===== src/rtl/dat_mem_arbiter.sv =====
// Arbiter sharing the single-port DAT RAM between the CSR window and the controller command path.
// Build option: define I3C_DAT_ARB_RR_EN for round-robin IDLE arbitration (default: controller-first with CSR starvation override).
module dat_mem_arbiter #(
    parameter int DEPTH        = 128,
    parameter int WIDTH        = 64,
    parameter int AW           = $clog2(DEPTH) + 1,
    parameter int STARVE_LIMIT = 4,
    parameter int LOCK_MAX     = 8
) (
    input  logic                     clk_i,
    input  logic                     rst_ni,

    input  logic                     csr_req_i,
    input  logic                     csr_write_i,
    input  logic [AW-1:0]            csr_addr_i,
    input  logic [WIDTH-1:0]         csr_wdata_i,
    input  logic [WIDTH-1:0]         csr_wmask_i,
    output logic                     csr_gnt_o,
    output logic                     csr_rvalid_o,
    output logic [WIDTH-1:0]         csr_rdata_o,
    output logic                     csr_err_o,

    input  logic                     ctl_req_i,
    input  logic                     ctl_write_i,
    input  logic [AW-1:0]            ctl_addr_i,
    input  logic [WIDTH-1:0]         ctl_wdata_i,
    input  logic [WIDTH-1:0]         ctl_wmask_i,
    input  logic                     ctl_lock_i,
    output logic                     ctl_gnt_o,
    output logic                     ctl_rvalid_o,
    output logic [WIDTH-1:0]         ctl_rdata_o,
    output logic                     ctl_err_o,

    output logic                     lock_timeout_o,

    output logic                     mem_req_o,
    output logic                     mem_write_o,
    output logic [$clog2(DEPTH)-1:0] mem_addr_o,
    output logic [WIDTH-1:0]         mem_wdata_o,
    output logic [WIDTH-1:0]         mem_wmask_o,
    input  logic [WIDTH-1:0]         mem_rdata_i
);

    localparam int MW = $clog2(DEPTH);
    localparam int LW = $clog2(LOCK_MAX + 1);
    localparam logic [LW-1:0] LOCK_LAST = LW'(LOCK_MAX - 1);

    typedef enum logic {
        IDLE,
        LOCKED
    } state_e;

    state_e          state_q;
    logic [LW-1:0]   lock_cnt_q;
    logic            lock_block_q;

    logic            csr_win;
    logic            ctl_win;
    logic            any_gnt;
    logic            csr_in_range;
    logic            ctl_in_range;
    logic            sel_in_range;
    logic            sel_write;
    logic [MW-1:0]   sel_idx;
    logic [WIDTH-1:0] sel_wdata;
    logic [WIDTH-1:0] sel_wmask;

    logic            rsp_vld_p1;
    logic            rsp_err_p1;
    logic            rd_owner_q;

`ifdef I3C_DAT_ARB_RR_EN
    logic            rr_last_ctl_q;
`else
    localparam int SW = $clog2(STARVE_LIMIT + 1);
    localparam logic [SW-1:0] STARVE_MAX = SW'(STARVE_LIMIT);

    logic [SW-1:0]   starve_cnt_q;

    function automatic logic [SW-1:0] sat_inc(input logic [SW-1:0] v);
        return (v == STARVE_MAX) ? v : v + SW'(1);
    endfunction
`endif

    assign csr_in_range = (csr_addr_i < AW'(DEPTH));
    assign ctl_in_range = (ctl_addr_i < AW'(DEPTH));

    // Request stage: combinational grant, gated off while reset is asserted
    always_comb begin
        csr_win = 1'b0;
        ctl_win = 1'b0;
        if (rst_ni) begin
            if (state_q == LOCKED) begin
                ctl_win = ctl_req_i;
            end else begin
`ifdef I3C_DAT_ARB_RR_EN
                if (csr_req_i && ctl_req_i) begin
                    csr_win = rr_last_ctl_q;
                    ctl_win = !rr_last_ctl_q;
                end else begin
                    csr_win = csr_req_i;
                    ctl_win = ctl_req_i;
                end
`else
                if (csr_req_i && (!ctl_req_i || starve_cnt_q == STARVE_MAX)) begin
                    csr_win = 1'b1;
                end else begin
                    ctl_win = ctl_req_i;
                end
`endif
            end
        end
    end

    assign any_gnt      = csr_win | ctl_win;
    assign sel_in_range = ctl_win ? ctl_in_range : csr_in_range;
    assign sel_write    = ctl_win ? ctl_write_i : csr_write_i;
    assign sel_idx      = ctl_win ? ctl_addr_i[MW-1:0] : csr_addr_i[MW-1:0];
    assign sel_wdata    = ctl_win ? ctl_wdata_i : csr_wdata_i;
    assign sel_wmask    = ctl_win ? ctl_wmask_i : csr_wmask_i;

    assign csr_gnt_o   = csr_win;
    assign ctl_gnt_o   = ctl_win;

    // Out-of-range requests are accepted but never reach the RAM
    assign mem_req_o   = any_gnt & sel_in_range;
    assign mem_write_o = mem_req_o & sel_write;
    assign mem_addr_o  = mem_req_o ? sel_idx : '0;
    assign mem_wdata_o = mem_req_o ? sel_wdata : '0;
    assign mem_wmask_o = mem_req_o ? sel_wmask : '0;

`ifdef I3C_DAT_ARB_RR_EN
    always_ff @(posedge clk_i or negedge rst_ni) begin
        if (!rst_ni) begin
            rr_last_ctl_q <= 1'b0;
        end else if (any_gnt) begin
            rr_last_ctl_q <= ctl_win;
        end
    end
`else
    always_ff @(posedge clk_i or negedge rst_ni) begin
        if (!rst_ni) begin
            starve_cnt_q <= '0;
        end else if (!csr_req_i || csr_win) begin
            starve_cnt_q <= '0;
        end else begin
            starve_cnt_q <= sat_inc(starve_cnt_q);
        end
    end
`endif

    // Lock FSM; lock_block_q suppresses relocking after a timeout until ctl_lock_i falls
    always_ff @(posedge clk_i or negedge rst_ni) begin
        if (!rst_ni) begin
            state_q        <= IDLE;
            lock_cnt_q     <= '0;
            lock_block_q   <= 1'b0;
            lock_timeout_o <= 1'b0;
        end else begin
            lock_timeout_o <= 1'b0;
            if (!ctl_lock_i) begin
                lock_block_q <= 1'b0;
            end
            if (state_q == IDLE) begin
                if (ctl_win && ctl_lock_i && !lock_block_q) begin
                    state_q    <= LOCKED;
                    lock_cnt_q <= '0;
                end
            end else begin
                lock_cnt_q <= lock_cnt_q + LW'(1);
                if (!ctl_lock_i) begin
                    state_q <= IDLE;
                end else if (lock_cnt_q == LOCK_LAST) begin
                    state_q        <= IDLE;
                    lock_timeout_o <= 1'b1;
                    lock_block_q   <= 1'b1;
                end
            end
        end
    end

    // Response stage: one cycle after grant, aligned with the RAM read latency
    always_ff @(posedge clk_i or negedge rst_ni) begin
        if (!rst_ni) begin
            rsp_vld_p1 <= 1'b0;
            rsp_err_p1 <= 1'b0;
            rd_owner_q <= 1'b0;
        end else begin
            rsp_vld_p1 <= any_gnt & (!sel_in_range | !sel_write);
            rsp_err_p1 <= any_gnt & !sel_in_range;
            rd_owner_q <= ctl_win;
        end
    end

    assign csr_rvalid_o = rsp_vld_p1 & !rd_owner_q;
    assign ctl_rvalid_o = rsp_vld_p1 & rd_owner_q;
    assign csr_err_o    = csr_rvalid_o & rsp_err_p1;
    assign ctl_err_o    = ctl_rvalid_o & rsp_err_p1;
    assign csr_rdata_o  = (csr_rvalid_o && !rsp_err_p1) ? mem_rdata_i : '0;
    assign ctl_rdata_o  = (ctl_rvalid_o && !rsp_err_p1) ? mem_rdata_i : '0;

endmodule


===== config.mk =====
export PLATFORM = sky130hd
export DESIGN_NAME = dat_mem_arbiter
export DESIGN_NICKNAME = d
export VERILOG_FILES = /design/src/rtl/dat_mem_arbiter.sv
export SDC_FILE = /design/constraint.sdc
export NUM_CORES = 1
export LEC_CHECK = 0
export CAP_MARGIN = 20
export CELL_PAD_IN_SITES_DETAIL_PLACEMENT = 1
export CELL_PAD_IN_SITES_GLOBAL_PLACEMENT = 1
export CORE_AREA = 4 4 234 236
export CTS_CLUSTER_SIZE = 24
export DETAILED_ROUTE_END_ITERATION = 8
export DIE_AREA = 0 0 238 240
export MAX_ROUTING_LAYER = met4
export PLACE_DENSITY_LB_ADDON = 0.08
export SLEW_MARGIN = 30
export SYNTH_ARGS = -nofsm -noshare
export SYNTH_HDL_FRONTEND = slang
export SYNTH_SLANG_ARGS = --single-unit

===== constraint.sdc =====
create_clock -name clk_i -period 2.3 [get_ports clk_i]
set_input_delay 0.23 -clock clk_i [delete_from_list [all_inputs] [get_ports clk_i]]
set_output_delay 0.23 -clock clk_i [all_outputs]
set_load 0.05 [all_outputs]

==> flow_metrics.py, run 1 <==
metrics = {
    "run_status": {
        "outcome": "finished with violations",
        "violations": "negative setup slack",
    },
    "floorplanning": {
        "dieArea_um2": 57120,
        "die_height_um": 240,
        "num_io_pins": 615,
        "core_area_um2": 52450,
        "chipWidth_um": 238,
        "initial_core_util": 0.08255,
        "placement_rows": 84,
    },
    "power": {
        "leakagePower_uw": 0.005920,
        "total_power_uw": 4104,
        "peakVddDrop_v": 0.0002213,
        "powerDensity_nw_per_um2": 254.1,
    },
    "routing": {
        "drt-pass1-iter-count": 4,
        "first_iter_violations": 230,
        "num_vias": 7467,
        "wire_per_inst_um": 25.89,
        "routed_wl_um": 48500,
        "post-route-drc-count": 0,
        "viasPerCell": 3.987,
        "drt.antenna.violating_nets": 0,
    },
    "synthesis": {
        "synth_area_um2": 4329,
        "syn_avg_cell_area_um2": 7.662,
        "synth_area_leader_cell": "nor4b_1",
        "synth_top_cells_by_count": "nor4b_1 (136), and2_1 (130), a31o_1 (110), clkbuf_1 (71), a31o_2 (26)",
        "synth_nets": 911,
        "async_flop_share": 1.000,
        "ys_seq_elements": 13,
        "ys.flop_type": "dfrtp_1",
        "synth_edf_count": 0,
        "ys_types": 35,
        "synthTopCellsByArea": "nor4b_1 (28%), a31o_1 (22%), and2_1 (19%), dfrtp_1 (7.5%), clkbuf_1 (6.2%)",
        "yosys_warnings": 0,
        "yosysMostFrequentCell": "nor4b_1",
        "synth.top_cell.area_share": 0.2751,
        "yosysSeqAreaShare": 0.07514,
        "synth_cells": 565,
    },
    "clock_tree": {
        "cts.path.max_buffers": 2,
        "cts_root_buffer": "clkbuf_16",
        "cts_made_buffers": 3,
        "clk_latency_ns": 0.24,
        "path_clk_slew_ns": 0.05,
        "htreeDepth": 1,
        "postCtsHoldBufs": 0,
        "cts_sinks": 13,
        "cts_tree": "built",
    },
    "timing": {
        "setup_viol": 6,
        "setup_ws_ns": -0.008353,
        "relSlewSlack": 0.5054,
        "finalHoldViolCount": 0,
        "fin_crit_sh": 1.004,
        "rsz0062_at_grt": "yes",
        "fmax_ghz": 0.4332,
        "worst_slew_pin_slew_ns": 0.7419,
        "slew_viol_final": 0,
        "period_needed_ns": 2.308,
        "fin_skew_ns": 0.0009449,
    },
    "setup_path": {
        "ff2ff_setup_slack_ns": 0.51,
        "worstPathArrival_ns": 2.08,
        "cp-end-kind": "output pin",
        "criticalPathCategory": "reg -> out",
        "critPathLaunchType": "flip-flop",
        "path_max_fanout": 7,
        "required_ns": 2.07,
    },
    "worst_hold_path": {
        "hold_path.class": "in -> async",
    },
    "placement": {
        "gp_congestion": 0.8316,
        "dpl.cell_count": 1831,
        "port_buffers": 614,
        "dp_hpwl_um": 39020,
    },
    "cells_and_area": {
        "drive_above_1_share": 0.4653,
        "finalNonFillerCells": 1873,
        "n_fill_cell": 5681,
        "nets": 1514,
        "syn_to_final_growth_pct": 273.1,
    },
    "global_routing": {
        "grt_usage": 0.1592,
        "grt_pass1_wl_um": 64350,
        "grt-ovfl-total": 0,
        "grt_max_degree": 65,
        "antenna_found_initial": 23,
        "grt_pass1_vias": 8335,
    },
    "job": {
        "cap_violations": 0,
    },
}
[layer usage]
metal / wire length (µm) / up-vias / track usage / part of all wire
met5: 0 / - / - / 0
met2: 25440 / 387 / 0.2915 / 0.52
met1: 16980 / 3604 / 0.1579 / 0.35
li1: - / 3446 / - / -
met4: 658 / 0 / 0.02410 / 0.014
met3: 5419 / 30 / 0.07456 / 0.11
[report_power, final]
group          total [µW]  switching [µW]  internal [µW]  leakage (µW)
combinational        3470            1670           1800       0.00571
clock                 336             102            235     0.0000383
sequential            298            34.6            263      0.000173
total                4100            1800           2300       0.00592
[path summary, 6_finish.rpt]
check / from / endpoint / cells after the start
setup / recovery: starve_cnt_q[0] / mem_wmask_o[20] / 8
hold / removal: rst_ni / lock_cnt_q[1] / 2
setup reg to reg: starve_cnt_q[0] / state_q / 7
hold reg to reg: lock_block_q / lock_block_q / 2
max in group asynchronous: rst_ni / starve_cnt_q[0] / 3
min in group clk_i: lock_block_q / lock_block_q / 2
[cell type report]
| type | instances | area [µm²] | area share |
|---|---|---|---|
| repair buffers | 690 | 9886 | 0.6121 |
| inverters | 6 | 22.52 | 0.001394 |
| multi-input cells | 454 | 4932 | 0.3054 |
| diodes | 18 | 45.04 | 0.002789 |
| clock buffers | 4 | 78.83 | 0.004881 |
| well taps | 688 | 860.8 | 0.05330 |
| flip-flops and latches | 13 | 325.3 | 0.02014 |
[critical path, stage by stage (launching register included)]
cell,delay [ns]
dfrtp_1,0.35
inv_2,0.05
ha_4,0.15
and4b_4,0.21
or2_4,0.32
buf_12,0.18
clkbuf_16,0.17
a31o_4,0.23
buf_12,0.15
[cell families (layout without fill, tap and decap cells)]
kind of cell	count (synthesis)	in the layout	synth area share
xor gates and xnor gates	3	3	0.006070
adders and majority gates	3	3	0.008671
buffers and inverters	98	700	0.1084
other	0	18	0
and+or+nand+nor	295	295	0.4994
DFF	13	13	0.07514
AOI/OAI and AO/OA	153	153	0.3023
[layout by cell type, fill, tap and decap left out, drive strengths merged]
cell / n
a21boi: 1
o2bb2ai: 1
a211oi: 1
nand3: 1
nand2b: 2
xnor2: 1
nor4b: 136
and4b: 1
inv: 6
and3: 2
dlymetal6s2s: 2
nor2: 4
a21oi: 3
and3b: 1
o211a: 1
o21ai: 4
buf: 342
o31ai: 3
a31o: 136
or2: 2
nor2b: 5
xor2: 2
and2: 130
nand4: 1
clkdlybuf4s50: 344
nor3: 2
a311oi: 1
a2111oi: 1
nor3b: 1
o311ai: 1
nand2: 7
dfrtp: 13
diode: 18
clkbuf: 6
ha: 3
[repair_timing]
| item | CTS | global route |
|---|---|---|
| hold endpoints to repair | 0 | 0 |
| cloned | 7 | 2 |
| setup buffers | 10 | 3 |
| setup endpoints to repair | 138 | 138 |
| pin swaps | 53 | 17 |
| gates resized for setup | 97 | 116 |
[stage by stage]
stage	instance area (µm²)	hold slack, ns	utilization	TNS (ns)	worst slack (ns)
final	16150	0.08041	0.3079	-0.03456	-0.008353
after floorplan	4337	-0.06559	-	-0.1161	-0.1161
after detailed placement	14260	0.5141	0.2719	-0.3920	-0.1826
after global placement	14260	0.5013	0.2719	-0.4151	-0.1885
after CTS	15280	0.4669	0.2914	-1.637	-0.04972
after global routing	16150	0.1108	0.3079	-2.929	-0.06796
[state kept, by name, summed over array words and instances, names as in the netlist]
name / cells
starve_cnt_q: 3
rsp_err_p1: 1
rsp_vld_p1: 1
lock_cnt_q: 4
lock_timeout_o: 1
lock_block_q: 1
state_q: 1
rd_owner_q: 1
No activity file was read; power rests on OpenSTA's default activity.
==> run 2: changes to the inputs <==
--- a/config.mk
+++ b/config.mk
@@ -8,10 +8,10 @@
 export CAP_MARGIN = 20
 export CELL_PAD_IN_SITES_DETAIL_PLACEMENT = 1
 export CELL_PAD_IN_SITES_GLOBAL_PLACEMENT = 1
-export CORE_AREA = 4 4 234 236
+export CORE_AREA = 2 2 239 241
 export CTS_CLUSTER_SIZE = 24
 export DETAILED_ROUTE_END_ITERATION = 8
-export DIE_AREA = 0 0 238 240
+export DIE_AREA = 0 0 241 243
 export MAX_ROUTING_LAYER = met4
 export PLACE_DENSITY_LB_ADDON = 0.08
 export SLEW_MARGIN = 30
==> run 2 against run 1 <==
  * The flow still finishes with violations (negative setup slack)
  * Via count up 0.56%
  * Sequential power about the same
  * Die area grew 2.5%
  * Global-route usage decreased by 1.4 points
  * Power increased by 0.16%
==> flow_metrics.py, run 2 (synthesized netlist as in run 1, its figures left out) <==
metrics = {
    "run_status": {
        "outcome": "finished with violations",
        "violations": "negative setup slack",
    },
    "timing": {
        "fin_skew_ns": 0.003353,
        "slew_viol_final": 0,
        "rsz0062_at_grt": "yes",
        "relSlewSlack": 0.6233,
        "finalHoldViolCount": 0,
        "fin_crit_sh": 1.040,
        "setup_viol": 105,
        "setup_ws_ns": -0.09086,
        "fmax_ghz": 0.4183,
        "period_needed_ns": 2.391,
        "worst_slew_pin_slew_ns": 0.5633,
        "holdWs_ns": 0.5125,
    },
    "routing": {
        "viasPerCell": 3.829,
        "drt-pass1-iter-count": 4,
        "num_vias": 7509,
        "first_iter_violations": 132,
        "wire_per_inst_um": 23.58,
        "drt.antenna.violating_nets": 0,
        "routed_wl_um": 46230,
        "post-route-drc-count": 0,
    },
    "clock_tree": {
        "cts_tree": "built",
        "cts.path.max_buffers": 2,
        "clk_latency_ns": 0.24,
        "cts_made_buffers": 3,
        "path_clk_slew_ns": 0.05,
        "cts_root_buffer": "clkbuf_16",
        "cts_sinks": 13,
        "postCtsHoldBufs": 0,
        "htreeDepth": 1,
    },
    "floorplanning": {
        "core_area_um2": 55950,
        "chipWidth_um": 241,
        "die_height_um": 243,
        "dieArea_um2": 58560,
        "initial_core_util": 0.07737,
        "placement_rows": 87,
        "num_io_pins": 615,
    },
    "worst_hold_path": {
        "hold-path-cell-count": 2,
        "hp-start": "lock_block_q",
        "hold_path.class": "reg -> reg",
        "hold_end": "lock_block_q",
    },
    "cells_and_area": {
        "drive_above_1_share": 0.4689,
        "mostFrequentLayoutCell": "clkdlybuf4s50_1",
        "reg_top3": "lock_cnt_q x4, starve_cnt_q x3",
        "fin_area_um2": 16490,
        "final_cell_mix": "clkdlybuf4s50_1 (345), buf_12 (281), and2_1 (130), a31o_4 (84), nor4b_2 (70)",
        "n_fill_cell": 6137,
        "regMostFlops": "lock_cnt_q",
        "syn_to_final_growth_pct": 280.9,
        "largest_register_ffs": 4,
        "nets": 1535,
        "finalNonFillerCells": 1961,
    },
    "power": {
        "p_sw_uw": 1781,
        "powerDensity_nw_per_um2": 249.3,
        "seqPwrFrac": 0.072,
        "clockPowerShare": 0.081,
        "internal-power_uw": 2330,
        "sw_frac_of_total": 0.4332,
        "combPwrFrac": 0.847,
        "peakVddDrop_v": 0.0001816,
        "leakagePower_uw": 0.006091,
    },
    "placement": {
        "gp_congestion": 0.7698,
        "dpl.cell_count": 1913,
        "dp_hpwl_um": 36500,
        "dpl_cell_area_um2": 14440,
        "port_buffers": 614,
        "dp_slack_ns": -0.08382,
    },
    "global_routing": {
        "globalRouteMet3Util": 0.05584,
        "antenna_found_initial": 17,
        "grt_use_met2": 0.2651,
        "gr-usage-met1": 0.1545,
        "grt_usage": 0.1454,
        "grt_pass1_vias": 8289,
        "grt-busiest-layer": "met2",
        "grt_max_degree": 49,
        "grt-ovfl-total": 0,
        "grt_pass1_wl_um": 61130,
    },
    "setup_path": {
        "criticalPathCategory": "reg -> out",
        "ff2ff_setup_slack_ns": 0.28,
        "rr_endpoint": "rsp_vld_p1",
        "reg2reg_depth": 8,
        "critPathLaunchType": "flip-flop",
        "path_max_fanout": 9,
        "crit_start": "starve_cnt_q[1]",
        "worstPathArrival_ns": 2.16,
        "rr_startpoint": "starve_cnt_q[1]",
        "required_ns": 2.07,
        "cp-end-kind": "output pin",
    },
    "job": {
        "cap_violations": 0,
    },
}
## run 2: critical path, stage by stage, from the launching register on
cell     delay (ns)
dfrtp_1        0.38
inv_2          0.08
ha_4           0.13
and4b_4        0.40
or2_4          0.20
buf_12         0.17
buf_6          0.18
a31o_1         0.20
buf_12         0.15
## run 2: how the worst max path moves through the flow
stage	endpoint	slack [ns]	depth (start not counted)
3_3_place_gp	mem_wmask_o[35]	-0.12	7
4_1_cts	mem_wdata_o[9]	-0.12	7
3_5_place_dp	mem_wmask_o[35]	-0.08	7
6_report	mem_wdata_o[21]	-0.09	8
5_1_grt	mem_wdata_o[30]	-0.18	8
2_1_floorplan	mem_req_o	-0.12	8
## run 2: final cells by class
type	count	area (µm²)	share of cell area
diodes	17	42.54	0.002580
clock buffers	4	78.83	0.004780
inverters	6	22.52	0.001366
multi-input cells	455	4941	0.2996
flip-flops and latches	13	325.3	0.01973
well taps	756	945.9	0.05736
repair buffers	710	10130	0.6145
## run 2: timing repair
item	in CTS	in global routing
pin swaps	27	8
buffers inserted	6	4
endpoints found under the setup margin	137	138
gates cloned	4	15
gates resized for setup	81	123
endpoints found under the hold margin	0	0
## run 2: power by group through the flow
stage	clock network, µW	registers [µW]	logic [µW]
final	332	296	3480
after detailed placement	0	298	3200
after floorplan	0	290	1290
after global placement	0	300	3200
after CTS	340	294	3330
after global routing	349	302	3640
## run 2: routing by layer
layer  vias up  wire [µm]
met2       361      24110
met4         0         83
met1      3650      17460
met5         -          0
li1       3491          -
met3         7       4576
## run 2: through the flow
stage / total power (µW) / setup TNS, ns / utilization
3_3_place_gp: 3496 / -0.4806 / 0.2580
3_5_place_dp: 3500 / -0.2594 / 0.2580
2_1_floorplan: 1580 / -0.1161 / -
6_report: 4111 / -5.414 / 0.2947
5_1_grt: 4295 / -18.21 / 0.2947
4_1_cts: 3961 / -7.102 / 0.2719
==> variant 1 (flow settings as in run 1) <==
Change the parameter `STARVE_LIMIT` from 4 to 2.
--- a/src/rtl/dat_mem_arbiter.sv
+++ b/src/rtl/dat_mem_arbiter.sv
@@ -5,5 +5,5 @@
     parameter int WIDTH        = 64,
     parameter int AW           = $clog2(DEPTH) + 1,
-    parameter int STARVE_LIMIT = 4,
+    parameter int STARVE_LIMIT = 2,
     parameter int LOCK_MAX     = 8
 ) (
Check against the original RTL: not equivalent (Yosys sat finds a counterexample within 4 cycles, from zero or initial values and one cycle with rst_ni low).
==> variant 1 against run 1 <==
- the run still ends with negative setup slack left
- core utilization decreased by 3.4 points
- non-clock buffer count shrank 13
- final area shrank 11%
- via count is 22% lower
- sequential cell count decreased by 1
- count of clock-buffer cells in the layout down 1
- total power fell by 12%
- sequential share of layout area increased by 0.077 points
- hold slack better by 0.37 ns
- sequential power down 6%
- worst setup slack got worse by 0.049 ns
- wire length is 13% lower
- synthesized area shrank 33%
- register-to-register slack gained 0.15 ns
- highest routed layer unchanged
==> variant 1: results <==
[global_routing]
use_met2_pct = 23.49
grt_util_met3_pct = 5.965
grt_usage_pct = 13.51
grt_use_met1_pct = 14.87
grt_max_degree = 65
antenna_found_initial = 17
grt_pass1_wl_mm = 52.98
grt_pass1_vias = 6242

[route]
wl_met3_mm = 3.756
wl_met1_mm = 16.97
drt_iter0_drc = 114
top_layer = "met4"
viasPerCell = 3.397
met2_wirelength_mm = 20.90

[clocking]
insertion_delay_ns = 0.24
cts_resized = 82
clk_path_buf_depth = 2
post_cts_buffers = 11

[logic_synthesis]
ys_seq_area_share_pct = 10.30
syn_nets = 726
syn_inst = 381
synthXorXnorAreaFrac_pct = 0.6009
synth_compound_area_share_pct = 43.56
synthTopCellsByArea = "a22o_1 41%, and2_1 29%, dfrtp_1 10%"
yosys-top-cells-count = "136 x a22o_1, 133 x and2_1, 20 x buf_2, 15 x clkbuf_1, 12 x dfrtp_1"
synth_cell_type_count = 34

[placed_design]
place_area_um2 = 12750
place_ws_ns = -0.07284
dpl.hpwl_mm = 35.80
place_congestion = 0.7774

[sta]
slew_headroom_pct = 67.12
clock_skew_ns = 0.001531
fin_setup_tns_ns = -0.9514
setup_violations = 47
setup_slack_ns = -0.05730

[run_status]
violations = "negative setup slack"
status = "finished with violations"

[setup_path]
cp.arrival_ns = 2.13
regToRegEndpoint = "lock_cnt_q[0]"
cp_top_family = "buffers and inverters"
setup.worst_path.end = "mem_addr_o[0]"
max_stage_delay_ns = 0.39
reg2reg_slack_ns = 0.66
crit_path_max_fanout = 31

[layout]
post_layout_nonfiller_instances = 1722
drive_gt1_share_pct = 43.70
largestRegisters = "lock_cnt_q: 4 flops, starve_cnt_q: 2 flops"
nets = 1363
top_register = "lock_cnt_q"

[pwr]
p_leak_nw = 5.828
variant 1: changes by cell type in the layout (fill, tap and decap cells not counted), sizes merged, moves of 3 or more:
cell | before | now
a22o | 0 | 136
nand2b | 2 | 6
buf | 342 | 326
and2 | 130 | 133
nor4b | 136 | 1
a31o | 136 | 1
clkbuf | 6 | 10
o31ai | 3 | 0
variant 1: where the power goes:
part / total (W) / internal (W) / switching [W]
clock: 0.000318 / 0.000227 / 0.0000910
sequential: 0.000280 / 0.000246 / 0.0000341
combinational: 0.00299 / 0.00162 / 0.00138
variant 1: layout make-up:
class	instances	area (µm²)
Multi-Input combinational cell	320	3248
Inverter	4	15.01
Tap cell	688	860.8
Sequential cell	12	300.3
Antenna cell	18	45.04
Clock buffer	3	75.07
Timing Repair Buffer	677	9812
Fill cell	5758	38090
variant 1: worst reg2reg max path, stage by stage, from the launching register on:
cell	delay, ns
dfrtp_1	0.36
inv_1	0.05
ha_2	0.19
and3b_2	0.22
buf_4	0.14
nor4b_1	0.28
buf_4	0.18
o21ai_0	0.09
==> variant 2 (settings of run 1) <==
Without the edit above. Put a register stage on the outputs `csr_err_o` and `ctl_err_o`, cleared by the reset. The values now appear one clock later. The other outputs are not delayed to match.
--- a/src/rtl/dat_mem_arbiter.sv
+++ b/src/rtl/dat_mem_arbiter.sv
@@ -195,6 +195,13 @@
     assign csr_rvalid_o = rsp_vld_p1 & !rd_owner_q;
     assign ctl_rvalid_o = rsp_vld_p1 & rd_owner_q;
-    assign csr_err_o    = csr_rvalid_o & rsp_err_p1;
-    assign ctl_err_o    = ctl_rvalid_o & rsp_err_p1;
+    always_ff @(posedge clk_i or negedge rst_ni) begin
+        if (!rst_ni) begin
+            csr_err_o <= '0;
+            ctl_err_o <= '0;
+        end else begin
+            csr_err_o <= csr_rvalid_o & rsp_err_p1;
+            ctl_err_o <= ctl_rvalid_o & rsp_err_p1;
+        end
+    end
     assign csr_rdata_o  = (csr_rvalid_o && !rsp_err_p1) ? mem_rdata_i : '0;
     assign ctl_rdata_o  = (ctl_rvalid_o && !rsp_err_p1) ? mem_rdata_i : '0;
Check against the original RTL: not equivalent (Yosys sat finds a counterexample within 4 cycles, from zero or initial values and one cycle with rst_ni low).
==> variant 2 against run 1 <==
- the run still ends with negative setup slack left
- critical path depth unchanged
- synthesized area rose by 1.5%
- wire length rose by 3.6%
- worst setup slack lost 0.081 ns
- clock power up 4%
- register-to-register slack worse by 0.14 ns
- synthesized cell count up 0.18%
- sequential cell count up 2
- total power rose by 0.80%
- sequential share of layout area up 0.32 points
- die area stayed put
- count of clock-buffer cells in the layout is the same
- critical endpoint is now mem_wmask_o[25]
- hold slack better by 0.34 ns
- final area decreased by 0.50%
==> variant 2: results <==
[run_status]
status = "finished with violations"
violations = "negative setup slack"

[sta]
clock_skew_ns = 0.005644
tightest_slew_ns = 0.7156
setup_slack_ns = -0.08888
fin_setup_tns_ns = -4.768
setup_violations = 112

[logic_synthesis]
ys_seq_area_share_pct = 8.545
yosys-top-cells-count = "136 x nor4b_1, 130 x and2_1, 109 x a31o_1, 65 x clkbuf_1, 27 x a31o_2"
yosys_warnings = 0
synthTopCellsByArea = "nor4b_1 27%, a31o_1 22%, and2_1 19%"
syn_nets = 912

[pwr]
p_leak_nw = 5.897
vdd_drop_max_mv = 0.1719

[global_routing]
grt_usage_pct = 16.43
use_met2_pct = 32.20
antenna_found_initial = 5
grt_use_met1_pct = 16.95
grt_util_met3_pct = 5.058

[layout]
nFillCells = 5663
nets = 1516

[setup_path]
crit_path_max_fanout = 21
cp.arrival_ns = 2.16

[placed_design]
place_area_um2 = 14360
dpl.hpwl_mm = 41.15
place_congestion = 0.8028

[die]
start_util_pct = 8.376

[route]
drt_iter0_drc = 241
viasPerCell = 4.040
routedWlPerCell_um = 26.99
==> variant 2: cell type report <==
| cell class | instances | area (µm²) | area share [%] |
|---|---|---|---|
| flip-flops and latches | 15 | 375.4 | 2.336 |
| multi-input cells | 453 | 4790 | 29.81 |
| diodes | 4 | 10.01 | 0.06229 |
| clock buffers | 4 | 78.83 | 0.4905 |
| well taps | 688 | 860.8 | 5.357 |
| inverters | 6 | 22.52 | 0.1402 |
| repair buffers | 691 | 9932 | 61.81 |
==> variant 2: final timing paths <==
check	from	to	slack (ns)	cells past startpoint
setup reg to reg	starve_cnt_q[0]	state_q	0.37	9
max in group asynchronous	rst_ni	state_q	1.50	3
setup / recovery	starve_cnt_q[0]	mem_wmask_o[25]	-0.09	8
min in group clk_i	lock_cnt_q[0]	lock_cnt_q[0]	0.53	1
hold reg to reg	lock_cnt_q[0]	lock_cnt_q[0]	0.53	1
hold / removal	rst_ni	rsp_vld_p1	0.42	2
==> variant 2: repair_timing <==
item / in CTS / in global routing
buffers inserted: 6 / 1
endpoints found under the setup margin: 137 / 138
gates cloned: 2 / 9
pin swaps: 59 / 11
resized for setup: 92 / 97
==> variant 2: cells by family after synthesis <==
logic type               after synthesis  synth area share [%]
buffers and inverters                 98                 11.05
XOR/XNOR                               3                0.5982
adder cells (fa/ha/maj)                3                0.8545
AO/OA/AOI/OAI                        152                 29.74
AND/OR/NAND/NOR                      295                 49.22
flip-flops                            15                 8.545
==> variant 2: report_power, final <==
| group | leakage [nW] | switching (W) | internal (W) | total [W] |
|---|---|---|---|---|
| Combinational | 5.66 | 0.00166 | 0.00179 | 0.00346 |
| Sequential | 0.201 | 0.0000332 | 0.000299 | 0.000332 |
| Clock | 0.0382 | 0.000113 | 0.000235 | 0.000348 |
==> variant 2: layer usage <==
metal	wire [µm]	vias to the layer above
li1	-	3422
met3	4250	8
met1	17960	3702
met2	27880	387
met4	136	0
met5	0	-
==> variant 2: metrics by stage <==
stage	instances	setup WS (ns)
global route	1861	-0.1669
CTS	1847	-0.09122
global placement	1835	-0.2028
detailed placement	1835	-0.1600
finish	1861	-0.08888
floorplan	566	-0.1261
